===== src/rtl/acc_pkg.sv =====
// rtl/acc_pkg.sv - shared types and signed clamp limits for the product accumulator
package acc_pkg;

    typedef enum logic {ACCUM, DONE} acc_state_t;

    localparam int PROD_W_DEFAULT = 8;

    function automatic logic signed [31:0] acc_max(input int w);
        return (32'sd1 <<< (w - 1)) - 32'sd1;
    endfunction

    function automatic logic signed [31:0] acc_min(input int w);
        return -(32'sd1 <<< (w - 1));
    endfunction

endpackage


===== src/rtl/sat_add.sv =====
// rtl/sat_add.sv - combinational signed add with clamp to ACC_W range and overflow flag
module sat_add
    import acc_pkg::*;
#(
    parameter int ACC_W = 12
) (
    input  logic signed [ACC_W-1:0] a,
    input  logic signed [ACC_W-1:0] b,
    output logic signed [ACC_W-1:0] sum,
    output logic                    ovf
);

    localparam logic signed [31:0]    MAX32 = acc_max(ACC_W);
    localparam logic signed [31:0]    MIN32 = acc_min(ACC_W);
    localparam logic signed [ACC_W:0] MAX_X = MAX32[ACC_W:0];
    localparam logic signed [ACC_W:0] MIN_X = MIN32[ACC_W:0];

    logic signed [ACC_W:0] wide;

    // One guard bit is enough: the true sum of two ACC_W values always fits.
    always_comb begin
        wide = {a[ACC_W-1], a} + {b[ACC_W-1], b};
        sum  = wide[ACC_W-1:0];
        ovf  = 1'b0;
        if (wide > MAX_X) begin
            sum = MAX_X[ACC_W-1:0];
            ovf = 1'b1;
        end else if (wide < MIN_X) begin
            sum = MIN_X[ACC_W-1:0];
            ovf = 1'b1;
        end
    end

endmodule


===== src/rtl/signed_product_accumulator.sv =====
// rtl/signed_product_accumulator.sv - saturating dot-product accumulator with valid/ready on both sides
module signed_product_accumulator
    import acc_pkg::*;
#(
    parameter int PROD_W    = PROD_W_DEFAULT,
    parameter int ACC_W     = 12,
    parameter int MAX_TERMS = 16
) (
    input  logic              clk,
    input  logic              rst_n,
    input  logic              in_valid,
    output logic              in_ready,
    input  logic [PROD_W-1:0] in_prod,
    input  logic              in_last,
    output logic              out_valid,
    input  logic              out_ready,
    output logic [ACC_W-1:0]  out_sum,
    output logic              out_ovf
);

    localparam int             CNT_W    = $clog2(MAX_TERMS + 1);
    localparam logic [CNT_W-1:0] LAST_CNT = CNT_W'(MAX_TERMS - 1);

    acc_state_t              state;
    logic signed [ACC_W-1:0] acc;
    logic [CNT_W-1:0]        cnt;
    logic                    ovf;

    logic signed [ACC_W-1:0] prod_ext;
    logic signed [ACC_W-1:0] sat_sum;
    logic                    sat_ovf;
    logic                    take;
    logic                    close;

    assign prod_ext = ACC_W'($signed(in_prod));
    assign take     = in_valid && in_ready;
    // A term that is both flagged last and hits the term limit closes only once.
    assign close    = in_last || (cnt == LAST_CNT);

    sat_add #(.ACC_W(ACC_W)) u_sat_add (
        .a   (acc),
        .b   (prod_ext),
        .sum (sat_sum),
        .ovf (sat_ovf)
    );

    always_ff @(posedge clk or negedge rst_n) begin
        if (!rst_n) begin
            state     <= ACCUM;
            acc       <= '0;
            cnt       <= '0;
            ovf       <= 1'b0;
            out_valid <= 1'b0;
            out_sum   <= '0;
            out_ovf   <= 1'b0;
            in_ready  <= 1'b1;
        end else begin
            case (state)
                ACCUM: begin
                    if (take) begin
                        acc <= sat_sum;
                        ovf <= ovf | sat_ovf;
                        cnt <= cnt + 1'b1;
                        if (close) begin
                            state     <= DONE;
                            out_sum   <= sat_sum;
                            out_ovf   <= ovf | sat_ovf;
                            out_valid <= 1'b1;
                            in_ready  <= 1'b0;
                        end
                    end
                end
                DONE: begin
                    // in_ready stays low through the handoff cycle, so no term bypasses the drain.
                    if (out_ready) begin
                        state     <= ACCUM;
                        acc       <= '0;
                        cnt       <= '0;
                        ovf       <= 1'b0;
                        out_valid <= 1'b0;
                        in_ready  <= 1'b1;
                    end
                end
                default: begin
                    state <= ACCUM;
                end
            endcase
        end
    end

endmodule


===== config.mk =====
export PLATFORM = sky130hd
export DESIGN_NAME = signed_product_accumulator
export DESIGN_NICKNAME = d
export VERILOG_FILES = /design/src/rtl/acc_pkg.sv /design/src/rtl/sat_add.sv /design/src/rtl/signed_product_accumulator.sv
export SDC_FILE = /design/constraint.sdc
export NUM_CORES = 1
export LEC_CHECK = 0
export CORE_MARGIN = 2
export CORE_UTILIZATION = 45
export DETAILED_ROUTE_END_ITERATION = 10
export GPL_TIMING_DRIVEN = 0
export HOLD_SLACK_MARGIN = 0.1
export PLACE_DENSITY = 0.81
export SYNTH_ARGS = -nofsm -noshare
export SYNTH_HDL_FRONTEND = slang
export SYNTH_SLANG_ARGS = --single-unit
export TNS_END_PERCENT = 20

===== constraint.sdc =====
create_clock -name clk -period 2.26 [get_ports clk]
set_input_delay 0.339 -clock clk [delete_from_list [all_inputs] [get_ports clk]]
set_output_delay 0.339 -clock clk [all_outputs]
set_load 0.1 [all_outputs]

==> results of run 1 <==
[state kept, by name, indices dropped and copies added (netlist names)]
name / cells
out_sum: 12
out_valid: 1
state: 1
cnt: 5
in_ready: 1
out_ovf: 1
ovf: 1
acc: 12
[critical path: stages]
cell and delay (ps):
clkdlybuf4s50_1 410, ha_2 390, o211ai_1 140, o21ai_2 250, a211oi_4 100, nand2b_1 180
o21a_4 260, clkbuf_16 170, a21oi_4 150, o21ai_2 60
[layer usage]
layer / track usage (%) / up-vias
met1: 25.44 / 836
met3: 3.978 / 10
li1: - / 846
met2: 35.02 / 36
met5: 0 / -
met4: 5.051 / 0
[synth_stat cells (2+ instances only)]
| cell | instances |
|---|---|
| nor2_8 | 2 |
| nand2b_1 | 4 |
| nand2_1 | 20 |
| xor2_1 | 3 |
| o31ai_1 | 2 |
| a21oi_1 | 16 |
| o21ai_1 | 5 |
| clkbuf_1 | 5 |
| ha_1 | 14 |
| o21ai_2 | 6 |
| and3_1 | 2 |
| a21o_1 | 3 |
| nor2_1 | 19 |
| o211ai_1 | 3 |
| dfrtp_1 | 33 |
| a21oi_2 | 18 |
| nand2_4 | 7 |
| nor2b_1 | 2 |
| inv_1 | 7 |
| xnor2_1 | 5 |
| nand3_1 | 10 |
| o21ai_0 | 6 |
| nor3_1 | 2 |
[cells in the final DEF, fill, tap and decap left out, types with 6 or more instances in the layout]
cell type	count
nand2_4	7
clkdlybuf4s50_1	21
a21oi_2	18
o21ai_0	6
nand3_1	10
inv_1	6
a21oi_1	15
buf_4	8
nor2_1	19
ha_4	6
clkbuf_1	6
clkbuf_8	6
nand2_1	20
dfrtp_1	33
o21ai_2	6
ha_1	6
[area by class of cell]
cell class	count	share of cell area, %
buffer	7	1.520
clock buffer	7	3.084
clock inverter	1	0.1788
inverter	7	0.9388
multi-input combinational	167	48.99
sequential	34	30.44
tap	54	2.414
timing repair buffer	36	12.43
[kinds of logic (layout without fill, tap and decap cells)]
logic type,Yosys count,count (layout)
AOI/OAI and AO/OA,71,71
xor gates and xnor gates,8,8
adders and majority gates,15,15
buffers and inverters,14,58
DFF,34,34
and+or+nand+nor,73,73
[repair_timing]
| item | in CTS | in global routing |
|---|---|---|
| resized for setup | 18 | 4 |
| setup endpoints to repair | 27 | 26 |
| pin swaps | 18 | 9 |
| setup buffers | 5 | 3 |
| cloned | 0 | 1 |
[worst paths after layout]
path,startpoint,endpoint
worst max-delay path,in_prod[4],acc[5]$_DFFE_PN0P_
worst min-delay path,rst_n,acc[11]$_DFFE_PN0P_
worst max register to register,acc[0]$_DFFE_PN0P_,acc[9]$_DFFE_PN0P_
worst min register to register,in_ready$_DFFE_PN1P_,in_ready$_DFFE_PN1P_
max in group asynchronous,rst_n,acc[6]$_DFFE_PN0P_
min in group clk,in_ready$_DFFE_PN1P_,in_ready$_DFFE_PN1P_
[through the flow]
| stage | setup WS [ps] | utilization (%) | setup TNS [ps] |
|---|---|---|---|
| after floorplan | 5.953 | - | 0 |
| final | -48.29 | 59.65 | -321.2 |
| after global placement | -684.4 | 53.68 | -16980 |
| after global routing | -124.4 | 59.65 | -2485 |
| after detailed placement | -721.0 | 53.57 | -17870 |
| after CTS | -46.39 | 58.35 | -646.9 |
==> impl_results.md, run 1 <==
* Post-Layout Cell Count at roughly 310
* Post-Syn Area per Cell at a little over 10 um2
* Final HPWL DP at 3.314 mm
* Die height at between 70 and 80 um
* Worst R2R Setup Slack at 0 ps
* Metal2 WL at 2.483 mm
* Metal-1 WL at about 2.2 mm
* Hold Slack at between 100 and 150 ps
* Synth-to-Final Area Change at 28.34%
* Worst slew pin tran at 974.7 ps
* Placed cells at 296
* Fin Clk Skew at 6.085 ps
* Synth warn at 0
* Multiplexer share of the synthesized area at 0%
* Cts hold-fix bufs at 0
* Flops & latches, synth at 34
* Global placer's final weighted congestion at 0.8749
* DRC violations left at 0
* Clk sinks at 34
* Die ar. at around 0.0054 mm2
* Vias at ~1.7k
* Combinational family with the most area after synthesis: compound AO/OA/AOI/OAI gates
* CP Class: input port to flop
* Netlist cell types at 44
* Vias per cell at ~5.5
* Total Wirelength at 4.881 mm
* Layout cell share with drive strength beyond 1 at between 30 and 40%
* Initial antenna violation count at 0
* Period minus WS final at roughly 2300 ps
* Final Setup Violations at 12
* Slew Limit Fails at 0
* Top sig layer: met4
* Maximum root-to-sink buffer count at 2
* Post-synth design cell area at 0.002181 mm2
* Top cell type's share of synthesized area at between 30% and 40%
* Sequential-to-total area share from yosys stat at between 30% and 40%
* DR WL met3 at about 170 um
* Adder-cell share of the synthesized area at 8.950%
* GRT Overall Usage at approximately a fifth
* Root Driver: clkbuf_8
* Die width at about 74 um
* H-Tree Depth at 2
* ANT nets after route at 0
* Period utilization at 102.1%
* Compound-Gate Fraction of Synth Area at 26.28%
* Rows at 25
* Async SR Flop Fraction at 100.0%
* Primary FF master, synth: dfrtp_1
* Storage cell area at between 800 and 900 um2
* DRT Pass-1 Iters at 4
* Startpoint types: input port
* Critical path arrival at approximately 2500 ps
* Violated checks: setup timing
* Top Ports at 28
* RSZ-0062 raised after global routing: yes
* Largest net degree at the start of global routing at 35
* Starting density of the core at a little under half
* Max FO, Critical Path at 5
* R2R cell count at 10
* DRT iter0 DRCs at between 50 and 60
* Fin. Hold Viols at 0
* Cell accounting for the most synthesized area: dfrtp_1
* Critical Path Sink Type: flop
* WP data required at approximately 2400 ps
* Avg WL per Cell at about 16 um
* Clock buffer count from CTS at 5
* Slew headroom at a little over a third
* DP Area at approximately 0.0025 mm2
* Run status: finished, violations left
* Cells taking the most area after synthesis: dfrtp_1, ha_1, a21oi_2
* Hold Path Class: input port to asynchronous set/reset pin
* Synth Net Count at between 200 and 250
* Clock-pin slew reported for the worst setup and hold paths after clock tree synthesis at roughly 70 ps
* Overflow after GRT at 0
* Vias in the first global route at 1801
* PortBufs at 27
* Number of enable flip-flop cells after synthesis at 0
* Maxcap violations at 0
* Final net count at 286
* Simple-Gate Fraction of Synth Area at approximately 19%
* Synth Instances at between 200 and 250
* Fill count at ~400
* Core Box Area at 0.004692 mm2
* Post-Synth XOR/XNOR Area at 3.213%
* Footprint of the multi-input gates at ~0.0014 mm2
* Clk Latency, worst-skew pair at 280 ps
* Final worst slack at -48.29 ps
* TritonCTS clock tree: built
* Design area at 0.002799 mm2
* Max Fclk at about 430 MHz
* ANT cells at 0
* First-pass GRT wire length at about 8.3 mm
Power of run 1 is not shown: default switching activity piles up to over one toggle a cycle in this logic, so the estimate is an artifact.
==> run 2, diff against run 1 <==
--- a/config.mk
+++ b/config.mk
@@ -9,7 +9,7 @@
 export CORE_UTILIZATION = 45
 export DETAILED_ROUTE_END_ITERATION = 10
 export GPL_TIMING_DRIVEN = 0
-export HOLD_SLACK_MARGIN = 0.1
+export HOLD_SLACK_MARGIN = 0.15
 export PLACE_DENSITY = 0.81
 export SYNTH_ARGS = -nofsm -noshare
 export SYNTH_HDL_FRONTEND = slang
==> results of run 2 <==
Same layout as run 1: the final DEF is identical, and so are final timing and power.
Power of run 2 is left out for the same reason.
==> run 3, diff against run 2 <==
--- a/config.mk
+++ b/config.mk
@@ -11,6 +11,7 @@
 export GPL_TIMING_DRIVEN = 0
 export HOLD_SLACK_MARGIN = 0.15
 export PLACE_DENSITY = 0.81
+export REMOVE_ABC_BUFFERS = 1
 export SYNTH_ARGS = -nofsm -noshare
 export SYNTH_HDL_FRONTEND = slang
 export SYNTH_SLANG_ARGS = --single-unit
==> run 3 against run 2 <==
Effect of this change:
- the run still ends with setup timing left
- utilization shrank 0.19 points
- wire length shrank 3.1%
- final cell count shrank 1.6%
- fmax shrank 1.7%
- global-route usage shrank 0.71 points
- critical path depth grew 1
- die area is the same
- sequential cell count is the same
- clock skew shrank 1.3 ps
- hold slack gained 340 ps
- worst setup slack lost 39 ps
- register-to-register slack lost 90 ps
- critical path type is now flop to flop
- critical endpoint unchanged
- largest cell class unchanged
==> impl_results.md, run 3 (synthesized netlist as in run 1, its figures left out) <==
* H-Tree Depth at 2 (unchanged)
* Die width at 73.62 um (unchanged)
* Worst setup startpoint: acc[0]$_DFFE_PN0P_ (was in_prod[4])
* Core Box Area at 0.004692 mm2 (unchanged)
* Most common cell after layout, fill and taps aside: dfrtp_1 (unchanged)
* Slew headroom at 35.47% (was 34.81%)
* TritonCTS clock tree: built (unchanged)
* Vias at 1697 (was 1728)
* Layout cell share with drive strength beyond 1 at 31.89% (was 30.12%)
* Maximum root-to-sink buffer count at 2 (unchanged)
* WP data required at 2470 ps (was 2410 ps)
* Synth-to-Final Area Change at 27.94% (was 28.34%)
* Overflow after GRT at 0 (unchanged)
* Hold Path Class: flop to flop (was input port to asynchronous set/reset pin)
* RR Startpoint: acc[0]$_DFFE_PN0P_ (unchanged)
* DRC violations left at 0 (unchanged)
* Fin Clk Skew at 4.799 ps (was 6.085 ps)
* DRT Pass-1 Iters at 4 (unchanged)
* Worst slew pin tran at 964.9 ps (was 974.7 ps)
* Violated checks: setup timing (unchanged)
* Top Ports at 28 (unchanged)
* ANT cells at 0 (unchanged)
* Clock buffer count from CTS at 5 (unchanged)
* Post-Layout Cell Count at 308 (was 313)
* Maxcap violations at 0 (unchanged)
* Die ar. at 0.005419 mm2 (unchanged)
* Clk Latency, worst-skew pair at 290 ps (was 280 ps)
* Largest net degree at the start of global routing at 35 (unchanged)
* Design area at 0.002790 mm2 (was 0.002799 mm2)
* Die height at 73.62 um (unchanged)
* Initial antenna violation count at 0 (unchanged)
* RSZ-0062 raised after global routing: yes (unchanged)
* Final HPWL DP at 3.011 mm (was 3.314 mm)
* Avg WL per Cell at 15.36 um (was 15.59 um)
* Fill count at 383 (was 398)
* Run status: finished, violations left (unchanged)
* Final Setup Violations at 23 (was 12)
* DRT iter0 DRCs at 107 (was 59)
* Clk sinks at 34 (unchanged)
* Max FO, Critical Path at 5 (unchanged)
* Hold Crit Start: in_ready$_DFFE_PN1P_
* PortBufs at 27 (unchanged)
* Critical path arrival at 2560 ps (was 2460 ps)
* Period minus WS final at 2347 ps (was 2308 ps)
* Total Wirelength at 4.731 mm (was 4.881 mm)
* Largest registers: acc: 12 flops, out_sum: 12 flops, cnt: 5 flops (unchanged)
* Vias per cell at 5.510 (was 5.521)
* DP Area at 0.002471 mm2 (was 0.002514 mm2)
* GRT Overall Usage at 19.39% (was 20.09%)
* Critical Path Sink Type: flop (unchanged)
* First-pass GRT wire length at 7.907 mm (was 8.328 mm)
* Slew Limit Fails at 0 (unchanged)
* Root Driver: clkbuf_8 (unchanged)
* Global placer's final weighted congestion at 0.8997 (was 0.8749)
* Fin. Hold Viols at 0 (unchanged)
* Post-route setup TNS at -914.2 ps (was -321.2 ps)
* Most frequent cells in the layout: dfrtp_1, clkdlybuf4s50_1, nand2_1 (unchanged)
* Starting density of the core at 46.48% (unchanged)
* Final net count at 281 (was 286)
* Period utilization at 103.9% (was 102.1%)
* Startpoint types: flop (was input port)
* ANT nets after route at 0 (unchanged)
* Max Fclk at 426.1 MHz (was 433.2 MHz)
* Vias in the first global route at 1646 (was 1801)
* Placed cells at 289 (was 296)
* Clock-pin slew reported for the worst setup and hold paths after clock tree synthesis at 70 ps (about the same)
* CP Class: flop to flop (was input port to flop)
* Rows at 25 (unchanged)
* Final worst slack at -87.11 ps (was -48.29 ps)
run 3: cell types whose count changed in the layout (fill, tap and decap cells not counted), moves of 2 or more:
| cell | before | now |
|---|---|---|
| nor2_2 | 1 | 3 |
| buf_12 | 1 | 3 |
| nor2_1 | 19 | 17 |
| ha_4 | 6 | 4 |
| clkbuf_1 | 6 | 0 |
run 3: what timing repair did:
item                                   4_1_cts  5_1_grt
pin swaps                                   20       12
setup endpoints to repair                   27       26
hold buffers                                 1        0
gates resized for setup                     19        6
setup buffers                                8        2
endpoints found under the hold margin       33        0
run 3: routing by layer:
layer	routed length (um)	up-vias	track usage [%]	share of wire, %
li1	-	834	-	-
met4	108	0	7.071	2.3
met1	2195	814	26.12	46
met2	2238	39	30.36	47
met3	190	10	4.527	4.0
met5	0	-	0	0
run 3: cell type report:
cell class	count	area (um2)	area share (%)
Clock inverter	2	12.51	0.4484
Inverter	7	26.28	0.9417
Sequential cell	34	852.1	30.54
Multi-Input combinational cell	167	1366	48.97
Timing Repair Buffer	38	382.9	13.72
Tap cell	54	67.56	2.422
Clock buffer	6	82.58	2.960
run 3: final timing paths:
path	end	slack (ps)	cells past startpoint
worst max-delay path	acc[5]$_DFFE_PN0P_	-90	11
worst min-delay path	in_ready$_DFFE_PN1P_	480	2
worst max register to register	acc[5]$_DFFE_PN0P_	-90	11
worst min register to register	in_ready$_DFFE_PN1P_	480	2
max in group asynchronous	acc[10]$_DFFE_PN0P_	1120	2
min in group asynchronous	state$_DFF_PN0_	650	2
run 3: critical path, stage by stage (launching register included):
cell and delay [ps]:
dfrtp_1 390, ha_4 160, inv_2 40, fa_2 340, nand2b_4 160, a21oi_4 150, nor4_4 70, o31ai_4 330
a31o_4 330, buf_12 140, a21oi_4 40, o21ai_2 110
run 3: metrics by stage:
stage	hold WS (ps)	setup slack, ps	utilization [%]
2_1_floorplan	43.41	-115.3	-
3_3_place_gp	460.3	-805.2	52.77
3_5_place_dp	461.8	-868.5	52.67
4_1_cts	473.1	-52.26	58.37
5_1_grt	497.2	-174.7	59.47
6_report	476.5	-87.11	59.47
Power of run 3 is left out for the same reason.
==> patch 1: new RTL, config.mk and constraints of run 1 <==
Reset style: synchronous (`rst_n`), changed in one clocked block.
--- a/src/rtl/signed_product_accumulator.sv
+++ b/src/rtl/signed_product_accumulator.sv
@@ -44,7 +44,7 @@
         .ovf (sat_ovf)
     );
 
-    always_ff @(posedge clk or negedge rst_n) begin
+    always_ff @(posedge clk) begin
         if (!rst_n) begin
             state     <= ACCUM;
             acc       <= '0;
Check against the original RTL: differs if rst_n is asserted again (counterexample within 4 cycles, from zero or initial values and one cycle with rst_n low); with rst_n held inactive, the same outputs for 4 cycles.
==> patch 1 against run 1 <==
The run still ends with setup timing left; worst setup slack worse by 0.17 ns; sequential cell count unchanged; utilization up 7.2 points; synthesized area is 10% lower; largest cell class unchanged; routed wire length increased by 12%; final area down 2.4%; final cell count fell by 0.32%; synthesized cell count rose by 0.93%.
==> patch 1: results (changes against run 1) <==
* Run status: finished with violations
* Hold slack final at 0.439 ns (+0.300 ns)
* Minimum setup slack after placement at -0.857 ns (-0.136 ns)
* Final setup margin at -0.219 ns (-0.171 ns)
* Worst-case clock skew at 0.00747 ns (+0.00138 ns)
* Drt first-iter violations at 173 (+190%)
* Avg Inst Size Synth at 9.01 um^2 (-11%)
* Global-route usage over all layers at 22.0% (+1.9 points)
* Wire per inst at 17.6 um (+13%)
* Share of flip-flops with an asynchronous set or reset at 0% (-100 points)
* Max Clk Rate at 403 MHz (-6.9%)
* Sum of net half-perimeters after detailed placement at 3500 um (+5.5%)
* DRT Pass-1 Iters at 9 (+5)
* Slowest cell on the critical path: sky130_fd_sc_hd__a2111oi_1
* Worst Reg2Reg Path Length in Cells at 11 (+1)
* Cell types with the highest counts after synthesis: sky130_fd_sc_hd__dfxtp_1 (34), sky130_fd_sc_hd__nand2_1 (21), sky130_fd_sc_hd__o21ai_0 (20)
* Reg-to-Reg Start: acc[0]
* Delay of the slowest critical-path stage at 0.56 ns (+0.15 ns)
* Number of global-route vias before repair at 1836 (+1.9%)
* Dpl cells at 293 (-1.0%)
* Antenna violations before repair at 0 (unchanged)
* Synth Net Count at 245 (+0.82%)
* Failing checks: setup timing
* Detail-routed via count per cell at 5.99 (+8.4%)
* Rel. slew slack at 35.3% (+0.50 points)
* Largest net degree at the start of global routing at 11 (-69%)
* Final-report setup violation count at 25 (+13)
* Ratio of cells with drive above 1 in the final layout at 31.7% (+1.6 points)
* Register-to-register path setup slack at -0.20 ns (-0.20 ns)
* Port Buffer Count at 26 (-3.7%)
* Top cells by area in the synthesized netlist: sky130_fd_sc_hd__dfxtp_1 (35%), sky130_fd_sc_hd__ha_1 (9.0%), sky130_fd_sc_hd__o211ai_2 (5.8%)
* Seq/Total Area, Yosys at 34.8% (-4.3 points)
* Critical Path AT at 2.66 ns (+0.20 ns)
* Count of distinct cell types in the synthesized netlist at 46 (+4.5%)
* Worst hold-check path type: input port to flop
* Weighted congestion at the end of routability-driven global placement at 0.833 (-4.8%)
[patch 1: cell types whose count changed after synthesis, sizes merged, moves of 8 or more]
cell          run 1  this run
dfxtp             0        34
dfrtp            33         0
nor2             22        14
maj3              0        10
nand3            10         2
a21oi            35        18
[patch 1: layout make-up]
class / count / area, um^2
Timing Repair Buffer: 38 / 369
Buffer: 7 / 41.3
Sequential cell: 34 / 686
Tap cell: 50 / 62.6
Clock inverter: 1 / 5.00
Clock buffer: 7 / 86.3
Fill cell: 301 / 1350
Inverter: 9 / 33.8
Multi-Input combinational cell: 166 / 1450
[patch 1: power breakdown]
part           switching (uW)  internal [uW]
Combinational            1230           1020
Sequential               98.7            736
Clock                     233            246
[patch 1: metrics by stage]
stage | power (uW) | TNS (ns) | area [um^2]
after CTS | 3420 | -1.83 | 2680
after global routing | 3750 | -4.92 | 2730
after floorplan | 2220 | -0.417 | 2070
final | 3570 | -3.70 | 2730
after global placement | 2520 | -18.78 | 2390
after detailed placement | 2580 | -20.13 | 2390
[patch 1: worst max-delay path, delay by kind of cell]
family	cells	cell delay, ns
AOI/OAI and AO/OA	4	0.99
adders and majority gates	2	0.68
and+or+nand+nor	1	0.26
buffers and inverters	2	0.41
[patch 1: cells by family after synthesis]
family	synth area share, %
compound gates	29.0
xor+xnor	5.31
fa+ha+maj	15.2
buf+inv	3.71
flops	34.8
simple gates	12.0
[patch 1: worst max path at each step]
stage,end,from,depth (start not counted)
finish,out_sum[10],in_prod[7],9
global route,acc[2],acc[0],10
CTS,acc[6],acc[0],11
detailed placement,out_sum[6],in_prod[0],12
global placement,acc[6],in_prod[0],12
floorplan,acc[3],acc[3],9
[patch 1: what timing repair did]
action,in CTS,in global routing
endpoints found under the setup margin,26,25
cloned,2,0
pin swaps,26,9
buffers inserted,10,0
hold buffers,0,0
hold endpoints to repair,0,0
resized for setup,45,9
[patch 1: per-layer routing]
metal | GRT usage, % | wire, um
met1 | 26.5 | 2230
met2 | 38.5 | 2770
met3 | 5.34 | 321
met4 | 7.05 | 163
met5 | 0 | 0
==> patch 2: new RTL, settings of run 1 <==
Made on the original files. `ACC_W` is set to 12 in 2 places; all go to 6.
--- a/src/rtl/sat_add.sv
+++ b/src/rtl/sat_add.sv
@@ -2,7 +2,7 @@
 module sat_add
     import acc_pkg::*;
 #(
-    parameter int ACC_W = 12
+    parameter int ACC_W = 6
 ) (
     input  logic signed [ACC_W-1:0] a,
     input  logic signed [ACC_W-1:0] b,
--- a/src/rtl/signed_product_accumulator.sv
+++ b/src/rtl/signed_product_accumulator.sv
@@ -3,7 +3,7 @@
     import acc_pkg::*;
 #(
     parameter int PROD_W    = PROD_W_DEFAULT,
-    parameter int ACC_W     = 12,
+    parameter int ACC_W     = 6,
     parameter int MAX_TERMS = 16
 ) (
     input  logic              clk,
Ports: changed (resized out_sum); port bits go from 28 to 22. The function was not compared with the original's and may differ.
==> patch 2 against run 1 <==
Worst setup slack better by 0.13 ns; sequential share of layout area grew 6.1 points; highest routed layer unchanged; sequential cell count shrank 12; final area decreased by 46%; non-clock buffer count shrank 20; critical endpoint is now acc[3]; critical path depth fell by 1; routed wire length shrank 50%; synthesized area decreased by 44%.
Power is not shown: default switching activity piles up to over one toggle a cycle in this logic, so the estimate is an artifact.
==> patch 2: results (changes against run 1) <==
* Run status: completed
* Delay of the slowest critical-path stage at 0.47 ns (+0.06 ns)
* First-pass GRT wire length at 4310 um (-48%)
* Minimum setup slack after placement at -0.418 ns (+0.303 ns)
* Cell types with the highest counts after synthesis: sky130_fd_sc_hd__dfrtp_1 (21), sky130_fd_sc_hd__nand2_1 (18), sky130_fd_sc_hd__o21ai_1 (12)
* Synth Net Count at 148 (-39%)
* Ratio of cells with drive above 1 in the final layout at 13.4% (-17 points)
* Share of cell area taken by muxes after synthesis at 0.915% (+0.91 points)
* Adder-cell share of the synthesized area at 14.0% (+5.1 points)
* Sum of net half-perimeters after detailed placement at 1840 um (-44%)
* Final-layout non-clock buffer area share at 13.6% (-0.36 points)
* Gate count of the mapped netlist at 126 (-41%)
* Total of cells resized after clock tree synthesis at 5 (-13)
* Area of the multi-input gates at 663 um^2 (-52%)
* Seq/Total Area, Yosys at 44.8% (+5.7 points)
* Drt first-iter violations at 23 (-61%)
* Buffer cell driving the clock tree root: sky130_fd_sc_hd__clkbuf_4
* Number of buffers created by CTS at 3 (-2)
* Worst Reg2Reg Path Length in Cells at 6 (-4)
* Number of combinational gates with multiple inputs at 93 (-44%)
* Number of H-tree levels at 1 (-1)
* Routed vias at 987 (-43%)
* Global-route usage over all layers at 17.1% (-3.0 points)
* Largest net degree at the start of global routing at 23 (-34%)
* Area of all sequential standard cells at 552 um^2 (-35%)
* Count of distinct cell types in the synthesized netlist at 32 (-27%)
* Post-synthesis xor/xnor area fraction at 2.85% (-0.37 points)
* Top cells by area in the synthesized netlist: sky130_fd_sc_hd__dfrtp_1 (43%), sky130_fd_sc_hd__ha_1 (8.1%), sky130_fd_sc_hd__nand2_1 (5.5%)
* Crit path max-delay family: adder cells
* Number of placement rows at 18 (-28%)
* Post-CTS Setup Repair Bufs at 0 (-5)
* Worst-margin pin slew at 0.970 ns (-0.00508 ns)
* Layout fillers at 217 (-45%)
* Flip-flop and latch count after synthesis at 22 (-35%)
* Seq area share at 36.5% (+6.1 points)
* Residual overflow from global routing at 0 (unchanged)
* Maximum fanout count along the critical path at 8 (+3)
* Complex-gate fraction of the synthesized area at 14.3% (-12 points)
* DRT Pass-1 Iters at 4 (unchanged)
* Largest registers ranked by flip-flop count: acc x6, out_sum x6, cnt x5
* Final std cells w/o fill at 179 (-43%)
* Worst-case clock skew at 0.0128 ns (+0.00671 ns)
* Port Buffer Count at 19 (-30%)
* Clock buffer instance count of the final layout at 4 (-3)
* Number of global-route vias before repair at 996 (-45%)
* Clock transition time at the flip-flop clock pins of the worst setup and hold paths at 0.10 ns (+0.03 ns)
* Wire per inst at 13.6 um (-12%)
* Critical Path AT at 2.40 ns (-0.06 ns)
[patch 2: changes by cell type after synthesis, sizes merged, moves of 3 or more]
cell	before	now
a21o	3	0
ha	14	8
dfrtp	33	21
a21oi	35	2
maj3	0	5
nand2	28	18
nor2	22	7
o211ai	4	1
xnor2	5	2
[patch 2: metal layers]
| layer | up-vias | track usage, % | share of wire, % |
|---|---|---|---|
| met5 | - | 0 | 0 |
| li1 | 489 | - | - |
| met1 | 469 | 21.4 | 43 |
| met3 | 2 | 4.84 | 5.9 |
| met2 | 27 | 29.2 | 51 |
| met4 | 0 | 4.08 | 0.41 |
[patch 2: path summary, 6_finish.rpt]
kind	start	end	slack [ns]
worst max-delay path	in_prod[0]	acc[3]	0.08
worst min-delay path	in_ready	in_ready	0.48
worst max register to register	acc[2]	acc[3]	0.13
worst min register to register	in_ready	in_ready	0.48
max in group asynchronous	rst_n	acc[3]	1.11
min in group asynchronous	rst_n	out_ovf	0.55
